==> config.mk <==
export PLATFORM = sky130hd
export DESIGN_NAME = gpr_wb_arbiter
export DESIGN_NICKNAME = d
export VERILOG_FILES = /design/src/rtl/gpr_ctrl_pkg.sv /design/src/rtl/md_wb_fifo.sv /design/src/rtl/gpr_wb_arbiter.sv
export SDC_FILE = /design/constraint.sdc
export NUM_CORES = 1
export LEC_CHECK = 0
export CORE_MARGIN = 3
export CORE_UTILIZATION = 43
export DETAILED_ROUTE_END_ITERATION = 6
export GPL_TIMING_DRIVEN = 0
export PLACE_DENSITY_LB_ADDON = 0.2
export SYNTH_ARGS = -nofsm -noshare
export SYNTH_HDL_FRONTEND = slang
export SYNTH_SLANG_ARGS = --single-unit
export TNS_END_PERCENT = 100
==> constraint.sdc <==
create_clock -name clk -period 3.15 [get_ports clk]
set_input_delay 0.63 -clock clk [delete_from_list [all_inputs] [get_ports clk]]
set_output_delay 0.63 -clock clk [all_outputs]
set_load 0.1 [all_outputs]
==> src/rtl/gpr_ctrl_pkg.sv <==
// Shared types for the GPR write-port controller: write request record and
// starvation FSM states.
package gpr_ctrl_pkg;
  localparam int NREG = 32;
  localparam int RW_W = 5;
  localparam int DW   = 32;

  typedef struct packed {
    logic [RW_W-1:0] rw;
    logic [DW-1:0]   wd;
  } wb_req_t;

  typedef enum logic [1:0] {IDLE, WAIT, HOLD} starve_state_t;
endpackage

==> src/rtl/md_wb_fifo.sv <==
// Synchronous FIFO buffering MD results until the GPR write port is free.
// Pointers carry one extra wrap bit so full/empty need no occupancy counter.
module md_wb_fifo
  import gpr_ctrl_pkg::*;
#(
  parameter int DEPTH = 2
) (
  input  logic    clk,
  input  logic    reset,
  input  logic    push_i,
  input  wb_req_t din_i,
  input  logic    pop_i,
  output wb_req_t dout_o,
  output logic    full_o,
  output logic    empty_o
);
  localparam int AW = $clog2(DEPTH);

  wb_req_t       mem_q [DEPTH];
  logic [AW:0]   wr_q, rd_q;

  assign empty_o = (wr_q == rd_q);
  assign full_o  = (wr_q[AW] != rd_q[AW]) && (wr_q[AW-1:0] == rd_q[AW-1:0]);
  assign dout_o  = mem_q[rd_q[AW-1:0]];

  always_ff @(posedge clk) begin
    if (reset) begin
      wr_q <= '0;
      rd_q <= '0;
    end else begin
      if (push_i && !full_o) begin
        mem_q[wr_q[AW-1:0]] <= din_i;
        wr_q                <= wr_q + 1'b1;
      end
      if (pop_i && !empty_o)
        rd_q <= rd_q + 1'b1;
    end
  end
endmodule

==> src/rtl/gpr_wb_arbiter.sv <==
// Shares the single GPR write port between pipeline WB and buffered MD results,
// tracks in-flight MD destinations and forces a one-cycle hold when MD starves.
module gpr_wb_arbiter
  import gpr_ctrl_pkg::*;
#(
  parameter int DEPTH      = 2,
  parameter int STARVE_MAX = 4
) (
  input  logic            clk,
  input  logic            reset,
  input  logic            wb_we,
  input  logic [RW_W-1:0] wb_rw,
  input  logic [DW-1:0]   wb_wd,
  input  logic            md_valid,
  output logic            md_ready,
  input  logic [RW_W-1:0] md_rw,
  input  logic [DW-1:0]   md_wd,
  input  logic            md_issue,
  input  logic [RW_W-1:0] md_issue_rw,
  input  logic [RW_W-1:0] id_rs,
  input  logic [RW_W-1:0] id_rt,
  output logic            id_stall,
  output logic            pipe_hold,
  output logic            regWrite,
  output logic [RW_W-1:0] rw,
  output logic [DW-1:0]   Wd,
  output logic [NREG-1:0] pending
);
  wb_req_t       head, md_req;
  logic          fifo_full, fifo_empty;
  logic          push, drain, wb_sel, blocked;
  starve_state_t state_q;
  logic [2:0]    cnt_q;
  logic          hold_q;
  logic [NREG-1:0] pending_q, pending_d;

  assign md_req    = '{rw: md_rw, wd: md_wd};
  assign pipe_hold = hold_q & ~reset;
  assign md_ready  = ~reset & ~fifo_full;
  assign push      = md_valid & md_ready;
  // WB owns the port unless the pipeline is frozen; the buffer gets leftovers.
  assign wb_sel    = ~reset & ~hold_q & wb_we;
  assign drain     = ~reset & ~wb_sel & ~fifo_empty;
  assign blocked   = wb_sel & ~fifo_empty;
  assign pending   = pending_q;

  md_wb_fifo #(.DEPTH(DEPTH)) u_fifo (
    .clk     (clk),
    .reset   (reset),
    .push_i  (push),
    .din_i   (md_req),
    .pop_i   (drain),
    .dout_o  (head),
    .full_o  (fifo_full),
    .empty_o (fifo_empty)
  );

  always_comb begin
    regWrite = 1'b0;
    rw       = '0;
    Wd       = '0;
    if (wb_sel) begin
      regWrite = (wb_rw != '0);
      rw       = wb_rw;
      Wd       = wb_wd;
    end else if (drain) begin
      regWrite = (head.rw != '0);
      rw       = head.rw;
      Wd       = head.wd;
    end
  end

  // Clear first so a same-cycle issue to the drained register stays pending.
  always_comb begin
    pending_d = pending_q;
    if (drain)
      pending_d[head.rw] = 1'b0;
    if (md_issue && (md_issue_rw != '0))
      pending_d[md_issue_rw] = 1'b1;
  end

  assign id_stall = ~reset & (
      (pending_q[id_rs] && (id_rs != '0)) ||
      (pending_q[id_rt] && (id_rt != '0)) ||
      (md_issue && pending_q[md_issue_rw]));

  always_ff @(posedge clk) begin
    if (reset) pending_q <= '0;
    else       pending_q <= pending_d;
  end

  always_ff @(posedge clk) begin
    if (reset) begin
      state_q <= IDLE;
      cnt_q   <= '0;
      hold_q  <= 1'b0;
    end else begin
      case (state_q)
        IDLE: begin
          hold_q <= 1'b0;
          if (blocked) begin
            cnt_q <= 3'd1;
            if (STARVE_MAX <= 1) begin
              state_q <= HOLD;
              hold_q  <= 1'b1;
            end else begin
              state_q <= WAIT;
            end
          end
        end
        WAIT: begin
          if (blocked) begin
            cnt_q <= cnt_q + 3'd1;
            if (int'(cnt_q) + 1 >= STARVE_MAX) begin
              state_q <= HOLD;
              hold_q  <= 1'b1;
            end
          end else begin
            state_q <= IDLE;
            cnt_q   <= '0;
          end
        end
        HOLD: begin
          state_q <= IDLE;
          cnt_q   <= '0;
          hold_q  <= 1'b0;
        end
        default: begin
          state_q <= IDLE;
          cnt_q   <= '0;
          hold_q  <= 1'b0;
        end
      endcase
    end
  end
endmodule
==> metrics.csv <==
stage,metric,value,unit
critical_path,crit_fanout,10,
synth,synth.distinct_cells,54,
clock_tree,htreeDepth,4,
place,place_hpwl,12.18,mm
clock_tree,cts_hold_buf,0,
route,drt_iter0_drc,321,
cells_and_area,drive_above_1_share,21.81,%
synth,ys_seq_elements,117,
synth,synthArstFlopShare,0,%
die,fp.coreArea,0.01293,mm2
cells_and_area,multi_input_area,0.002645,mm2
power,p_leak,2.982,nW
route,final_antenna_net_count,0,
synth,synthesis.nets,631,
clock_tree,cts.path.max_buffers,2,
sta,rsz0062_at_grt,yes,
critical_path,arrival,2.50,ns
route,routed_via_density,5.557,
route,num_vias,5007,
place,io_buffers,157,
route,wl,16.61,mm
die,die_w,122.4,um
global_route,grt_antenna_before_repair,0,
sta,finalHoldViolCount,0,
cells_and_area,antenna-diode-count,0,
power,powerDensity,545.6,mW/mm2
clock_tree,clk_latency,0.41,ns
synth,synth_edf_count,74,
synth,syn_inst,536,
cells_and_area,areaGrowthSynthToFinish,43.74,%
critical_path,crit_slowest_cell,clkdlybuf4s50_1,
cells_and_area,finalNonFillerCells,901,
global_route,grt_util_all_layers,22.34,%
cells_and_area,seqCellArea,0.003088,mm2
die,io-pin-count,167,
clock_tree,cts_sinks,117,
place,place_inst,866,
synth,ys.flop_type,edfxtp_1,
route,wl_per_cell,18.44,um
sta,skew,0.01320,ns
die,start_util,45.07,%
hold_path,hp-class,flip-flop to flip-flop,
clock_tree,root_buffer,clkbuf_16,
synth,syn_area_per_cell,10.87,um2
global_route,grt_pass1_vias,5110,
sta,setup_viol,0,
sta,fin_crit_sh,99.46,%
power,ir_drop,0.3965,mV
run,max_cap_violations,0,
critical_path,r2r_setup_slack,0.90,ns
sta,max_freq,0.3192,GHz
synth,ys_seq_area_share,52.91,%
critical_path,startpoint_type,primary input,
place,routabilityCongestion,0.9530,
status,outcome,finished clean,
critical_path,cp_top_family,buffers and inverters,
route,drc_errors,0,
cells_and_area,n_fill_cell,1009,
die,die-area,0.01498,mm2
sta,layout_min_cycle_time,3.133,ns
sta,max_slew_margin,23.44,%
die,num_rows,41,
critical_path,path_cells,clkdlybuf4s50_1 > buf_4 > nor3b_4 > a22o_1 > nor4_2 > a31oi_1 > o21ai_1 > a31oi_4 > buf_12,
clock_tree,cts_tree,built,
die,die_h,122.4,um
critical_path,cp.required,2.52,ns
synth,syn_area,0.005827,mm2
critical_path,crit_type,primary input to primary output,
critical_path,path_buf_inv,3,
critical_path,critical_path.endpoint_type,primary output,
cells_and_area,final_util,64.79,%
global_route,grt_max_degree,38,
clock_tree,clk_pin_slew,0.05,ns
cells_and_area,nets,811,
critical_path,critPathMaxStageDelay,0.51,ns
sta,worst_pin_slew,1.146,ns
route,dr.pass1.iters,4,
global_route,grt-ovfl-total,0,
synth,yosysWarnings,0,
clock_tree,numCtsBuffers,17,
global_route,grt_first_pass_wirelength,25.79,mm
sta,drv_slew,0,
## logic make-up (layout without fill, tap and decap cells)
family                     Yosys count  after routing  share of synthesized area, %
AOI/OAI and AO/OA                  136            136                         13.06
xor gates and xnor gates             6              6                        0.9019
adders and majority gates            1              1                        0.2147
buffers and inverters               44            237                         4.209
DFF                                117            117                         52.91
muxes                               73             73                         15.87
and+or+nand+nor                    159            159                         12.84
## area by class of cell
cell class,count,area share (%)
flip-flops and latches,117,36.87
multi-input cells,375,31.58
clock buffers,17,5.079
well taps,172,2.569
inverters,11,0.4930
clock inverters,15,1.673
repair buffers,162,18.97
plain buffers,32,2.764
## sequential cells by signal (all words and copies together) (netlist names), named ones only
name	flops
u_fifo.mem_q	74
cnt_q	3
u_fifo.rd_q	2
u_fifo.wr_q	2
hold_q	1
state_q	2
pending	32
## stage by stage
step	power (mW)	setup WS [ns]	TNS (ns)	instance area, um2	hold WS, ns
detailed placement	2.754	-1.293	-37.00	7695	0.4820
CTS	4.549	-0.1144	-0.1144	8168	0.4904
floorplan	2.443	-0.3726	-9.828	5887	0.4468
global placement	2.741	-1.254	-35.97	7674	0.4719
global route	4.715	-0.02543	-0.02820	8376	0.5142
finish	4.569	0.01702	0	8376	0.4861
## placed cells by master, fill, tap and decap left out, drive strengths merged, types with 4 or more instances in the layout
| cell | synthesis | layout |
|---|---|---|
| clkbuf | 16 | 44 |
| clkdlybuf4s50 | 0 | 117 |
| nand3 | 4 | 4 |
| and3 | 7 | 7 |
| nand2 | 91 | 91 |
| nor3 | 6 | 6 |
| clkinv | 0 | 7 |
| nand2b | 4 | 4 |
| mux4 | 13 | 13 |
| dfxtp | 43 | 43 |
| edfxtp | 74 | 74 |
| o21ai | 77 | 77 |
| nor2 | 23 | 23 |
| clkinvlp | 0 | 6 |
| buf | 17 | 49 |
| a21oi | 37 | 37 |
| inv | 11 | 11 |
| nor3b | 5 | 5 |
| xnor2 | 4 | 4 |
| mux2i | 50 | 50 |
| mux2 | 10 | 10 |
| nor2b | 6 | 6 |
## per-layer routing
metal	share of wire (%)	global-route usage, %
met5	0	0
met4	1.7	8.397
met3	9.7	7.558
met2	49	37.03
met1	40	27.02
## repair_timing
item | CTS | global route
gates resized for setup | 231 | 60
buffers inserted | 0 | 4
setup endpoints to repair | 39 | 33
pin swaps | 1 | 3
endpoints found under the hold margin | 0 | 0
## Yosys cell counts (4+ instances only)
master,n,area share (%)
a21oi_1,37,3.2
and3_1,6,0.64
buf_2,14,1.2
clkbuf_1,12,0.77
clkbuf_8,4,0.94
dfxtp_1,43,15
edfxtp_1,74,38
inv_1,11,0.71
mux2_2,10,1.9
mux2i_1,50,8.6
mux4_1,5,2.3
mux4_2,8,3.1
nand2_1,91,5.9
nand2b_1,4,0.43
nand3_1,4,0.34
nor2_1,23,1.5
nor2b_1,6,0.64
nor3_1,5,0.43
nor3b_1,4,0.52
o21ai_0,76,6.5
xnor2_1,4,0.60
## worst paths after layout
check	start	end	cells after the start
worst max-delay path	md_issue_rw[2]	id_stall	9
worst min-delay path	state_q[1]	cnt_q[0]	1
worst max register to register	u_fifo.wr_q[0]	u_fifo.mem_q[0][12]	5
worst min register to register	state_q[1]	cnt_q[0]	1
## power breakdown
group	internal (mW)	total [mW]	switching, mW
Clock	1.15	1.82	0.673
Combinational	0.328	1.03	0.707
Sequential	1.69	1.71	0.0270
Power figures use the tool's default switching activity.
